===== config.mk =====
export PLATFORM = sky130hd
export DESIGN_NAME = uart_rx_framed
export DESIGN_NICKNAME = d
export VERILOG_FILES = /design/src/rtl/uart_rx_framed.sv
export SDC_FILE = /design/constraint.sdc
export NUM_CORES = 1
export LEC_CHECK = 0
export ABC_AREA = 1
export CAP_MARGIN = 20
export CORE_UTILIZATION = 40
export CTS_BUF_LIST = sky130_fd_sc_hd__clkbuf_16
export DETAILED_ROUTE_END_ITERATION = 7
export MAX_ROUTING_LAYER = met4
export SLEW_MARGIN = 20
export SYNTH_ARGS = -nofsm -noshare
export SYNTH_HDL_FRONTEND = slang
export SYNTH_SLANG_ARGS = --single-unit

===== constraint.sdc =====
create_clock -name i_clk -period 6.13 [get_ports i_clk]
set_input_delay 1.839 -clock i_clk [delete_from_list [all_inputs] [get_ports i_clk]]
set_output_delay 1.839 -clock i_clk [all_outputs]
set_load 0.05 [all_outputs]

===== src/rtl/uart_rx_framed.sv =====
// uart_rx_framed: UART receiver with input synchroniser, mid-bit sampling,
// optional parity, one or two stop bits, parity/framing error flags and a
// first-word-fall-through output FIFO with overrun reporting.
module uart_rx_framed #(
    parameter int CLKS_PER_BIT  = 217,
    parameter int NUM_DATA_BITS = 8,
    parameter int PARITY        = 0,
    parameter int NUM_STOP_BITS = 1,
    parameter int FIFO_DEPTH    = 4
) (
    input  logic                     i_clk,
    input  logic                     i_rst_n,
    input  logic                     i_rx,
    input  logic                     i_ready,
    output logic                     o_valid,
    output logic [NUM_DATA_BITS-1:0] o_data,
    output logic                     o_parity_err,
    output logic                     o_frame_err,
    output logic                     o_overrun,
    output logic                     o_busy
);

    localparam int CNT_W  = $clog2(CLKS_PER_BIT);
    localparam int AW     = $clog2(FIFO_DEPTH);
    localparam int PTR_W  = AW + 1;
    localparam int WORD_W = NUM_DATA_BITS + 2;

    localparam logic [CNT_W-1:0] HALF_LAST     = CNT_W'(CLKS_PER_BIT / 2 - 1);
    localparam logic [CNT_W-1:0] BIT_LAST      = CNT_W'(CLKS_PER_BIT - 1);
    localparam logic [3:0]       LAST_DATA_IDX = 4'(NUM_DATA_BITS - 1);
    localparam logic             LAST_STOP_IDX = 1'(NUM_STOP_BITS - 1);
    localparam logic             ODD_PARITY    = (PARITY == 2) ? 1'b1 : 1'b0;

    typedef enum logic [2:0] {
        ST_IDLE   = 3'd0,
        ST_START  = 3'd1,
        ST_DATA   = 3'd2,
        ST_PARITY = 3'd3,
        ST_STOP   = 3'd4,
        ST_BREAK  = 3'd5
    } state_t;

    // Parity mismatch of a received word against the configured sense.
    function automatic logic parity_err_f(input logic [NUM_DATA_BITS-1:0] d, input logic p);
        parity_err_f = ((^d) ^ p) != ODD_PARITY;
    endfunction

    logic                     sync1_r, sync2_r, rx_s;
    state_t                   state_r, state_next_s;
    logic [CNT_W-1:0]         cnt_r, cnt_next_s;
    logic [3:0]               bit_idx_r, bit_idx_next_s;
    logic                     stop_idx_r, stop_idx_next_s;
    logic [NUM_DATA_BITS-1:0] data_r, data_next_s;
    logic                     perr_r, perr_next_s;
    logic                     ferr_r, ferr_next_s;
    logic                     busy_r;
    logic                     push_s;
    logic [WORD_W-1:0]        push_word_s;

    logic [WORD_W-1:0]        mem_r [FIFO_DEPTH];
    logic [PTR_W-1:0]         wr_ptr_r, rd_ptr_r;
    logic                     overrun_r;
    logic                     empty_s, full_s, pop_s, wr_en_s;
    logic [WORD_W-1:0]        head_s;

    assign rx_s = sync2_r;

    // Two-flop synchroniser on the asynchronous serial line, idling high.
    always_ff @(posedge i_clk) begin
        if (!i_rst_n) begin
            sync1_r <= 1'b1;
            sync2_r <= 1'b1;
        end else begin
            sync1_r <= i_rx;
            sync2_r <= sync1_r;
        end
    end

    // Next-state, bit timing and frame assembly; the counter restarts on every state change.
    always_comb begin
        state_next_s    = state_r;
        cnt_next_s      = cnt_r + CNT_W'(1);
        bit_idx_next_s  = bit_idx_r;
        stop_idx_next_s = stop_idx_r;
        data_next_s     = data_r;
        perr_next_s     = perr_r;
        ferr_next_s     = ferr_r;
        push_s          = 1'b0;
        case (state_r)
            ST_IDLE: begin
                cnt_next_s      = '0;
                bit_idx_next_s  = 4'd0;
                stop_idx_next_s = 1'b0;
                perr_next_s     = 1'b0;
                ferr_next_s     = 1'b0;
                if (!rx_s) begin
                    state_next_s = ST_START;
                end else begin
                    state_next_s = ST_IDLE;
                end
            end
            ST_START: begin
                if (cnt_r == HALF_LAST) begin
                    cnt_next_s = '0;
                    if (rx_s) begin
                        state_next_s = ST_IDLE;
                    end else begin
                        state_next_s = ST_DATA;
                    end
                end else begin
                    state_next_s = ST_START;
                end
            end
            ST_DATA: begin
                if (cnt_r == BIT_LAST) begin
                    cnt_next_s  = '0;
                    // Shifting in from the top leaves the first bit at the LSB.
                    data_next_s = {rx_s, data_r[NUM_DATA_BITS-1:1]};
                    if (bit_idx_r == LAST_DATA_IDX) begin
                        bit_idx_next_s = 4'd0;
                        state_next_s   = (PARITY != 0) ? ST_PARITY : ST_STOP;
                    end else begin
                        bit_idx_next_s = bit_idx_r + 4'd1;
                    end
                end else begin
                    state_next_s = ST_DATA;
                end
            end
            ST_PARITY: begin
                if (cnt_r == BIT_LAST) begin
                    cnt_next_s   = '0;
                    perr_next_s  = parity_err_f(data_r, rx_s);
                    state_next_s = ST_STOP;
                end else begin
                    state_next_s = ST_PARITY;
                end
            end
            ST_STOP: begin
                if (cnt_r == BIT_LAST) begin
                    cnt_next_s  = '0;
                    ferr_next_s = ferr_r | ~rx_s;
                    if (stop_idx_r == LAST_STOP_IDX) begin
                        push_s       = 1'b1;
                        state_next_s = ferr_next_s ? ST_BREAK : ST_IDLE;
                    end else begin
                        stop_idx_next_s = stop_idx_r + 1'b1;
                    end
                end else begin
                    state_next_s = ST_STOP;
                end
            end
            ST_BREAK: begin
                cnt_next_s = '0;
                if (rx_s) begin
                    state_next_s = ST_IDLE;
                end else begin
                    state_next_s = ST_BREAK;
                end
            end
            default: begin
                cnt_next_s   = '0;
                state_next_s = ST_IDLE;
            end
        endcase
        push_word_s = {ferr_next_s, perr_r, data_r};
    end

    // Receiver state register; busy is registered alongside the state.
    always_ff @(posedge i_clk) begin
        if (!i_rst_n) begin
            state_r    <= ST_IDLE;
            cnt_r      <= '0;
            bit_idx_r  <= 4'd0;
            stop_idx_r <= 1'b0;
            data_r     <= '0;
            perr_r     <= 1'b0;
            ferr_r     <= 1'b0;
            busy_r     <= 1'b0;
        end else begin
            state_r    <= state_next_s;
            cnt_r      <= cnt_next_s;
            bit_idx_r  <= bit_idx_next_s;
            stop_idx_r <= stop_idx_next_s;
            data_r     <= data_next_s;
            perr_r     <= perr_next_s;
            ferr_r     <= ferr_next_s;
            busy_r     <= (state_next_s != ST_IDLE);
        end
    end

    assign empty_s = (wr_ptr_r == rd_ptr_r);
    assign full_s  = (wr_ptr_r[AW] != rd_ptr_r[AW]) && (wr_ptr_r[AW-1:0] == rd_ptr_r[AW-1:0]);
    assign pop_s   = !empty_s && i_ready;
    // A full FIFO still accepts a word when the head leaves on the same edge.
    assign wr_en_s = push_s && (!full_s || pop_s);
    assign head_s  = mem_r[rd_ptr_r[AW-1:0]];

    // Output FIFO storage, pointers and the one-cycle overrun flag.
    always_ff @(posedge i_clk) begin
        if (!i_rst_n) begin
            for (int i = 0; i < FIFO_DEPTH; i++) begin
                mem_r[i] <= {WORD_W{1'b0}};
            end
            wr_ptr_r  <= '0;
            rd_ptr_r  <= '0;
            overrun_r <= 1'b0;
        end else begin
            if (wr_en_s) begin
                mem_r[wr_ptr_r[AW-1:0]] <= push_word_s;
                wr_ptr_r                <= wr_ptr_r + PTR_W'(1);
            end else begin
                wr_ptr_r <= wr_ptr_r;
            end
            if (pop_s) begin
                rd_ptr_r <= rd_ptr_r + PTR_W'(1);
            end else begin
                rd_ptr_r <= rd_ptr_r;
            end
            overrun_r <= push_s && full_s && !pop_s;
        end
    end

    assign o_valid      = !empty_s;
    assign o_data       = head_s[NUM_DATA_BITS-1:0];
    assign o_parity_err = head_s[NUM_DATA_BITS];
    assign o_frame_err  = head_s[NUM_DATA_BITS+1];
    assign o_overrun    = overrun_r;
    assign o_busy       = busy_r;

endmodule

==> summary.txt <==
Layout
  – Layout area overhead: 15.83%
  – Layout cells sized above 1: 7.191%
  – Final net count: 449
  – Most common cell after layout, fill and taps aside: nor2_1
  – Most frequent cells in the layout: nor2_1, nand2_1, inv_1
  – Final Instance Count excl. Fillers: 553
  – Fin area: 0.004165 mm²
  – Antenna Cells: 0

Synth
  – Distinct cell type count of the synthesized netlist: 32
  – Simple-gate share of the synthesized area: 25.16%
  – Combinational family with the most area after synthesis: simple AND/OR/NAND/NOR gates
  – Mux cell area share after synthesis: 0%
  – Fraction of registers with async set/reset: 0%
  – Sequential share of the synthesized area: 54.00%
  – Syn Nets: 431
  – Synth Area in Adders: 1.740%
  – Synth warn: 0
  – Mapped Area: roughly 0.0036 mm²
  – Synth Area in Compound Gates: 9.882%
  – XOR/XNOR Fraction of Synth Area: 2.923%
  – Average cell area after synthesis: 8.521 µm²
  – Synth Register Bits: between 70 and 80
  – Mapped Cells: between 400 and 500
  – Post-synth EDFFs: 40
  – Ys flop type: edfxtp_1

Detailed routing
  – Post-route ant nets: 0
  – 1st-pass router iterations: 4
  – Routed WL: roughly 7200 µm
  – Vias per cell: 4.906
  – Via count: 2713
  – Remaining DRCs: 0
  – 1st-iter DRT viols: 144
  – Avg WL per Cell: 13.10 µm

STA
  – Period utilization: 72.45%
  – Fin Hold WS: 0.4289 ns
  – Slew HR: 56.61%
  – Max Fclk: 0.2252 GHz
  – Slew Viols, Final: 0
  – Final setup viols: 0
  – Slew @ Worst Pin: 0.6500 ns
  – Unrepaired setup endpoints after global routing: no
  – Hold Violations, Final: 0
  – Max Clock Skew: 0.007608 ns
  – Fin crit period: 4.441 ns
  – Setup tns final: 0 ns

CTS
  – Root Driver: clkbuf_16
  – Deepest clock path buffer count: 2
  – CTS tree: done
  – # hold bufs at CTS: 0
  – Post-CTS setup buffer count: 0
  – Clock latency on the worst-skew pair: between 0.3 and 0.4 ns
  – Worst-path clk slew: 0.06 ns
  – Number of CTS-inserted buffers: 9
  – CTS HTree Levels: 3
  – Post-cts resize count: 0
  – Clock Sinks: 77

Critical path
  – Critical-path top delay cell: dfxtp_1
  – CP delay by family, top: buffers and inverters
  – Type of the worst setup path: flip-flop to primary output
  – CP arrival: 2.60 ns
  – FF-to-FF setup slack: ~3.9 ns
  – R2R Path End: mem_r[1][7]$_SDFFCE_PN0P_
  – Worst setup EP type: primary output
  – Worst path max stage delay: 0.74 ns
  – Worst R2R Path Depth: 10
  – Worst Path Max Fanout: 21
  – CP Data Required Time: 4.29 ns
  – Worst Setup Start Kind: flip-flop
  – RR Startpoint: cnt_r[0]$_SDFF_PN0_
  – WP buf/inv: 2
  – Crit-path cells: inv_1 > o21ai_0 > o22ai_1 > clkdlybuf4s50_1

Floorplanning
  – Die Wd: 96.82 µm
  – Die Area: 0.009373 mm²
  – Row Count: 34
  – # IOs: 17
  – Initial core utilization: between 40 and 50%
  – Die Span Y: 96.82 µm
  – Total core area: 0.008721 mm²

Min path
  – Type of the most critical hold path: flip-flop to flip-flop
  – Hold Path Cell Cnt: 1
  – Min-Delay Startpoint: sync1_r$_SDFF_PN1_
  – Sink of the worst hold path: rx_s$_SDFF_PN1_

GRT
  – Vias in the first global route: 2516
  – Gr ovfl total: 0
  – Largest net degree at the start of global routing: 23
  – First-pass GRT wire length: 11930 µm
  – Gr usage total: 16.63%
  – Initial antenna violation count: 0

Place
  – HPWL after DPL: 5265 µm
  – Routability cong.: 0.7983
  – Cell count after placement: 537
  – Post-DP Area: ~0.0038 mm²
  – Number of port buffers: 16

Pwr
  – Power Density: 304.1 mW/mm²
  – Peak VDD IR: 0.0001506 V
  – Lkg Pwr: 0.001699 µW

Job
  – Number of max-cap violations: 0

Run status
  – Status: complete, no violations
-- worst max path at each step --
stage	from	to	slack [ns]	cells after the start
CTS	flip-flop	o_parity_err	1.65	4
global placement	i_rst_n	mem_r[2][4]$_SDFFCE_PN0P_	2.00	6
global route	flip-flop	o_parity_err	1.42	4
finish	flip-flop	o_parity_err	1.69	4
detailed placement	i_rst_n	mem_r[1][6]$_SDFFCE_PN0P_	1.94	6
floorplan	i_ready	mem_r[3][0]$_DFFE_PP_	2.70	4
-- synth_stat cells, types with 3 or more instances --
library cell  instances  share of area, %
dfxtp_1              37                21
nand2_1              82               8.6
o22ai_1              10               1.7
ha_1                  5               1.7
nand3_1              16               2.2
edfxtp_1             40                33
nor3_1                4              0.56
clkbuf_1              6              0.63
a21oi_1              20               2.8
xnor2_1               4              0.97
xor2_1                8               1.9
inv_1                41               4.3
nor2_1               88               9.2
nand4_2               3               1.0
buf_6                 3              0.94
o21ai_0              34               4.7
nor2_4                3              0.94
-- metrics by stage --
step                      utilization, %  power (µW)  worst slack [ns]
final                              47.76        1267             1.689
after global routing               47.76        1309             1.417
after global placement             44.05       707.9             2.004
after floorplan                        -       667.1             2.700
after detailed placement           44.05       709.4             1.941
after CTS                          47.76        1280             1.654
-- layer usage --
layer  wire [µm]  global-route usage (%)
met5           0                       -
met4         181                   8.037
met3         304                   2.818
met2        3383                   26.06
met1        3375                   20.91
-- registers in the layout (all words and copies together), names as in the netlist, named ones only --
register / cells
bit_idx_r: 4
cnt_r: 8
data_r: 8
ferr_r: 1
mem_r: 40
o_busy: 1
o_overrun: 1
perr_r: 1
rd_ptr_r: 3
rx_s: 1
state_r: 3
sync1_r: 1
wr_ptr_r: 3
-- cell families (layout without fill, tap and decap cells) --
kind of cell,Yosys count,after routing
and+or+nand+nor,207,207
DFF,77,77
AOI/OAI and AO/OA,67,67
buffers and inverters,54,77
xor gates and xnor gates,12,12
adders and majority gates,5,5
-- area by class of cell --
type / instances / area, µm²
well taps: 108 / 135.1
flip-flops and latches: 77 / 1942
multi-input cells: 291 / 1428
clock buffers: 9 / 225.2
fillers: 838 / 4556
repair buffers: 18 / 175.2
clock inverters: 7 / 98.84
inverters: 43 / 161.4
-- where the power goes --
part / total [µW] / switching [µW] / internal [µW]
Sequential: 569 / 11.5 / 557
Combinational: 129 / 88.5 / 40.1
Clock: 569 / 211 / 358
Note: power is estimated with default switching activity, not from simulation.
